$ cat src/rtl/l2_line_responder.sv
// l2_line_responder: one-entry write-through line buffer answering 128-bit L2 requests from 256-bit physical memory
module l2_line_responder (
  input  logic         clk,
  input  logic         reset,
  input  logic [15:0]  l2cache_address,
  input  logic [127:0] l2cache_wdata,
  input  logic         l2cache_read,
  input  logic         l2cache_write,
  output logic [127:0] l2cache_rdata,
  output logic         l2_resp,
  output logic [15:0]  pmem_address,
  output logic [255:0] pmem_wdata,
  input  logic [255:0] pmem_rdata,
  output logic         pmem_read,
  output logic         pmem_write,
  input  logic         pmem_resp
);
  typedef enum logic [2:0] {IDLE, FETCH, WRITEBACK, RESPOND, COOLDOWN} state_t;
  state_t state;
  logic         valid;
  logic [10:0]  tag;
  logic [255:0] line;
  logic [10:0]  req_tag;
  logic         req_half;
  logic [127:0] req_wdata;
  logic         req_is_write;
  logic         hit;
  logic [255:0] fetched;
  logic         unused_ok;
  function automatic logic [255:0] merge(input logic [255:0] l, input logic h, input logic [127:0] d);
    return h ? {d, l[127:0]} : {l[255:128], d};
  endfunction
  function automatic logic [127:0] pick(input logic [255:0] l, input logic h);
    return h ? l[255:128] : l[127:0];
  endfunction
  assign hit        = valid && tag == l2cache_address[15:5];
  assign fetched    = req_is_write ? merge(pmem_rdata, req_half, req_wdata) : pmem_rdata;
  assign pmem_wdata = line;
  assign unused_ok  = ^l2cache_address[3:0];
  // Every output is a flop set on the transition into the state that owns it
  always_ff @(posedge clk) begin
    if (reset) begin
      state         <= IDLE;
      valid         <= 1'b0;
      tag           <= '0;
      line          <= '0;
      req_tag       <= '0;
      req_half      <= 1'b0;
      req_wdata     <= '0;
      req_is_write  <= 1'b0;
      l2cache_rdata <= '0;
      l2_resp       <= 1'b0;
      pmem_address  <= '0;
      pmem_read     <= 1'b0;
      pmem_write    <= 1'b0;
    end else begin
      l2_resp <= 1'b0;
      case (state)
        IDLE: if (l2cache_read || l2cache_write) begin
          req_tag      <= l2cache_address[15:5];
          req_half     <= l2cache_address[4];
          req_wdata    <= l2cache_wdata;
          req_is_write <= l2cache_write;
          pmem_address <= {l2cache_address[15:5], 5'b0};
          if (!hit) begin
            state     <= FETCH;
            pmem_read <= 1'b1;
          end else if (l2cache_write) begin
            line       <= merge(line, l2cache_address[4], l2cache_wdata);
            state      <= WRITEBACK;
            pmem_write <= 1'b1;
          end else begin
            l2cache_rdata <= pick(line, l2cache_address[4]);
            l2_resp       <= 1'b1;
            state         <= RESPOND;
          end
        end
        FETCH: if (pmem_resp) begin
          line      <= fetched;
          tag       <= req_tag;
          valid     <= 1'b1;
          pmem_read <= 1'b0;
          if (req_is_write) begin
            state      <= WRITEBACK;
            pmem_write <= 1'b1;
          end else begin
            state         <= RESPOND;
            l2_resp       <= 1'b1;
            l2cache_rdata <= pick(fetched, req_half);
          end
        end
        WRITEBACK: if (pmem_resp) begin
          pmem_write    <= 1'b0;
          state         <= RESPOND;
          l2_resp       <= 1'b1;
          l2cache_rdata <= pick(line, req_half);
        end
        RESPOND:  state <= COOLDOWN;
        COOLDOWN: state <= IDLE;
        default:  state <= IDLE;
      endcase
    end
  end
endmodule

$ cat config.mk
export PLATFORM = sky130hd
export DESIGN_NAME = l2_line_responder
export DESIGN_NICKNAME = d
export VERILOG_FILES = /design/src/rtl/l2_line_responder.sv
export SDC_FILE = /design/constraint.sdc
export NUM_CORES = 2
export LEC_CHECK = 0
export BUFFER_PORTS_ARGS = -buffer_cell sky130_fd_sc_hd__buf_4
export CORE_AREA = 2 2 311 313
export DETAILED_ROUTE_END_ITERATION = 10
export DIE_AREA = 0 0 313 315
export SLEW_MARGIN = 20
export SYNTH_ARGS = -nofsm -noshare
export SYNTH_HDL_FRONTEND = slang
export SYNTH_SLANG_ARGS = --single-unit
$ cat constraint.sdc
create_clock -name clk -period 2.7 [get_ports clk]
set_input_delay 0.81 -clock clk [delete_from_list [all_inputs] [get_ports clk]]
set_output_delay 0.81 -clock clk [all_outputs]
set_load 0.01 [all_outputs]
[After elaboration in Yosys (flattened, before gate mapping)]
Cells that the tools add are included.
Storage, ports and cells
  bits in registers: 543
  bits of input ports: 405
  output and inout bits: 403
  logic and storage cells: 83
Cells by class
  reductions and logical operators: 13
  muxes and demuxes: 42
  eq/ne operators: 15
Operators with widths (count)
  two-way mux 256 bit: 7
  two-way mux 128 bit: 9
  one-hot mux 256 bit (2 select lines): 1
  one-hot mux 128 bit (3 select lines): 1
  inequality test 2 bit (second input constant): 11
  two-way mux 1 bit: 16
  AND reduction 7 bit: 2
  one-hot mux 3 bit (4 select lines): 1
  AND reduction 6 bit: 2
  == test 11 bit: 1
  two-way mux 3 bit: 3
  == test 3 x 2 -> 1 bit (second input constant): 2
  one-hot mux 1 bit (3 select lines): 2
  AND reduction 2 bit: 2
  AND reduction 4 bit: 1
  == test 3 x 1 -> 1 bit (second input constant): 1
  logical NOT 3 bit: 1
  AND reduction 3 bit: 1
  nonzero test 3 bit: 1
  two-way mux 2 bit: 1
  one-hot mux 1 bit (2 select lines): 1
  nonzero test 2 bit: 1
  logical AND 1 bit: 1
  logical OR 1 bit: 1

[Depth between registers and ports, before layout]
  depth in word-level cells: 6
  mapped depth: 9
  depth with buffers taken out: 5

[Worst setup path before layout]
No wires, ideal clock.
  path type: input-to-reg
  from: input port l2cache_address[6]
  to: register line[107], in the netlist pmem_wdata[107]
  path slack: 0.261 ns
  setup time: 0.119 ns
  data arrival time: 2.320 ns
  stages: 7
  cell sequence: xnor2_1 > nand4_1 > or4_1 > clkbuf_1 > clkbuf_1 > a21oi_1 > nor2_1
On the way
  cells in the longest elaborated chain, start to end: 4
Ends and longest elaborated chain
  start, declared: RTL line 5  | input logic [15:0] l2cache_address,
  == test 11 bit: RTL line 36  | assign hit = valid && tag == l2cache_address[15:5];
  logical AND 1 bit: RTL line 36
  inequality test 2 bit (no line)
  AND reduction 6 bit (no line)
  end signal, assigned: RTL line 69  | line <= merge(line, l2cache_address[4], l2cache_wdata);
  end signal, assigned: RTL line 79  | line <= fetched;
  end, declared: RTL line 22  | logic [255:0] line;
No other way between the ends.
A chain may end at the register's enable or synchronous reset.

[Worst setup path after layout]
  from: register state[0]
  to: register line[31], in the netlist pmem_wdata[31]
On the way
  cells in the longest elaborated chain, start to end: 3
Ends and longest elaborated chain
  start, declared: RTL line 19  | state_t state;
  start signal, assigned: RTL line 43  | state <= IDLE;
  start signal, assigned: RTL line 66  | state <= FETCH;
  start signal, assigned: RTL line 70  | state <= WRITEBACK;
  == test 3 x 1 -> 1 bit / logical NOT 3 bit (equally long branches): RTL line 58  | case (state)
  inequality test 2 bit (no line) / nonzero test 2 bit (equally long branches)
  AND reduction 6 bit (no line)
Parallel ways exist; a longest one is shown, timed or not.

==> impl_metrics.ini <==
[outcome]
status = complete, no violations

[clocking]
cts_sinks = 543
clk_pin_slew_ns = 0.06
root_buffer = clkbuf_16
h-tree-depth = 3
cts_inserted_buffers = 70
postCtsSetupRepairBufs = 0
tritoncts = built
clock_latency_ns = 0.64
clock_path_buffers = 3

[global_routing]
top_usage_layer = met2
grtUsageMet2_pct = 43.7
grt_pass1_wl_um = 210000
grt_max_degree = 221
track_usage_pct = 27.8
use_met3_pct = 5.75
antenna_found_initial = 28
grt_pass1_vias = 30500
grt_overflow = 0
use_met1_pct = 35.9

[yosys]
synthTopCellsByArea = dfxtp_1 37%, mux2i_1 13%, a21oi_1 7.0%
ys_seq_area_share_pct = 36.9
synth_edf_count = 0
async_flop_share_pct = 0
synthesis.instances = 3575
synth_top_cell_area_share_pct = 36.9
netlist-cell-type-count = 47
ys_warn_count = 0
yosysTopAreaCell = dfxtp_1
syn_area_um2 = 29400
ys_ff_latch = 543
syn_avg_cell_area_um2 = 8.24
synth_ff_type = dfxtp_1

[worst_setup_path]
cp-start-kind = flop
crit_fanout = 216
end_kind = flop
crit_required_ns = 3.21
critical_path_arrival_ns = 3.06
crit_type = reg -> reg

[die]
start_util_pct = 30.8
ioPinCount = 808
die_h_um = 315
fp.dieW_um = 313
core_um2 = 95700
num_rows = 114
die_area_um2 = 98600

[final_layout]
final_net_count = 4569
most-common-layout-cells = 897 x buf_4, 541 x dfxtp_1, 433 x nand2_1
fin_cells = 5514
drive_above_1_share_pct = 26.3
syn2layout_area_growth_pct = 35.2
layout_commonest_cell = buf_4
nFillCells = 9605

[timing]
slew_headroom_pct = 25.0
worst_slew_pin_slew_ns = 1.13
fmax_mhz = 393
slew_violations = 0
skew_ns = 0.0336
fin_crit_ns = 2.54
fin_crit_sh_pct = 94.2
setup_viol = 0
hold_viol = 0
rsz0062_at_grt = no
holdWs_ns = 0.434

[pwr]
power_density_nw_per_um2 = 725
vdd_ir_drop_max_mv = 0.372
leakagePower_nw = 17.7

[drt]
ant_nets = 0
routed_wl_um = 146000
dr.pass1.iters = 10
vias = 33200
vias_per_cell = 6.02
drt_iter0_drc = 4229
drc_errors = 0
wire_per_inst_um = 26.4

[worst_hold_path]
hold_class = in -> reg

[flow_run]
max_cap_violations = 0

[place]
gp_congestion = 0.892
port_buffers = 798
dp_hpwl_um = 93200
place_inst = 5368
-- flip-flops by register name, summed over array words and instances, names as in the netlist --
signal         flops
l2cache_rdata    128
state              3
pmem_read          1
req_tag           11
pmem_write         1
l2_resp            1
req_is_write       1
valid              1
tag               11
req_half           1
pmem_wdata       256
req_wdata        128
-- through the flow --
step / cell area (um^2) / TNS, ns / utilization (%) / total power (W) / setup slack [ns]
5_1_grt: 39800 / 0 / 41.6 / 0.0300 / 0.00663
3_5_place_dp: 37400 / -49.77 / 39.1 / 0.0192 / -0.248
6_report: 39800 / 0 / 41.6 / 0.0289 / 0.155
2_1_floorplan: 29500 / 0 / - / 0.0148 / 0.261
3_3_place_gp: 37400 / -59.32 / 39.1 / 0.0192 / -0.283
4_1_cts: 39700 / 0 / 41.5 / 0.0289 / 0.0804
-- cell usage after synthesis, drive strengths merged, types with 2 or more instances --
library cell  number
a2111oi            2
a211oi           128
a21oi            414
a222oi           128
and2               3
buf              185
clkbuf           271
dfxtp            543
inv                2
mux2i            384
nand2            435
nand2b             2
nand3            258
nand4              3
nor2             138
nor3               2
nor4               2
nor4bb             2
o21ai            261
o221ai           128
o311a            128
o31ai            129
xnor2             11
-- what timing repair did --
action,CTS,global route
hold buffers,0,0
setup endpoints to repair,0,170
resized for setup,0,3
-- worst paths after layout --
kind	startpoint	end	slack (ns)	cells after the start
setup / recovery	state[0]	pmem_wdata[31]	0.16	6
setup reg to reg	state[0]	pmem_wdata[31]	0.16	6
hold reg to reg	req_tag[3]	tag[3]	0.46	2
hold / removal	l2cache_wdata[0]	req_wdata[0]	0.43	3
-- layout make-up --
| class | instances | area, um^2 | share of cell area [%] |
|---|---|---|---|
| Clock inverter | 29 | 265 | 0.666 |
| Timing Repair Buffer | 969 | 8170 | 20.5 |
| Antenna cell | 22 | 55.1 | 0.138 |
| Clock buffer | 95 | 2070 | 5.20 |
| Tap cell | 1276 | 1600 | 4.01 |
| Multi-Input combinational cell | 2577 | 16800 | 42.1 |
| Inverter | 3 | 21.3 | 0.0534 |
| Sequential cell | 543 | 10900 | 27.3 |
-- cells by family after synthesis --
family,after synthesis,share of synthesized area [%]
xor+xnor,12,0.357
buf+inv,459,6.52
other cells,1,0.0127
mux,384,13.1
simple gates,850,12.2
compound gates,1326,30.9
flops,543,36.9
-- where the power goes --
| group | switching (W) | total [W] | leakage, nW | internal, W |
|---|---|---|---|---|
| Sequential | 0.00100 | 0.0101 | 4.46 | 0.00909 |
| Combinational | 0.00530 | 0.00913 | 12.1 | 0.00383 |
| Clock | 0.00395 | 0.00964 | 1.16 | 0.00569 |
-- worst max-delay path: stages (launching register included) --
cell and delay [ns]:
dfxtp_1 0.31, or3b_4 0.25, buf_6 0.46, buf_16 0.53, o21ai_0 0.28, a21oi_1 0.17, nor2_1 0.06
-- layer usage --
layer | routed length (um) | vias to the layer above
met5 | 63 | -
met4 | 8020 | 10
met3 | 12400 | 422
met2 | 66500 | 1953
met1 | 58500 | 16000
li1 | - | 14800
Power figures use the tool's default switching activity.
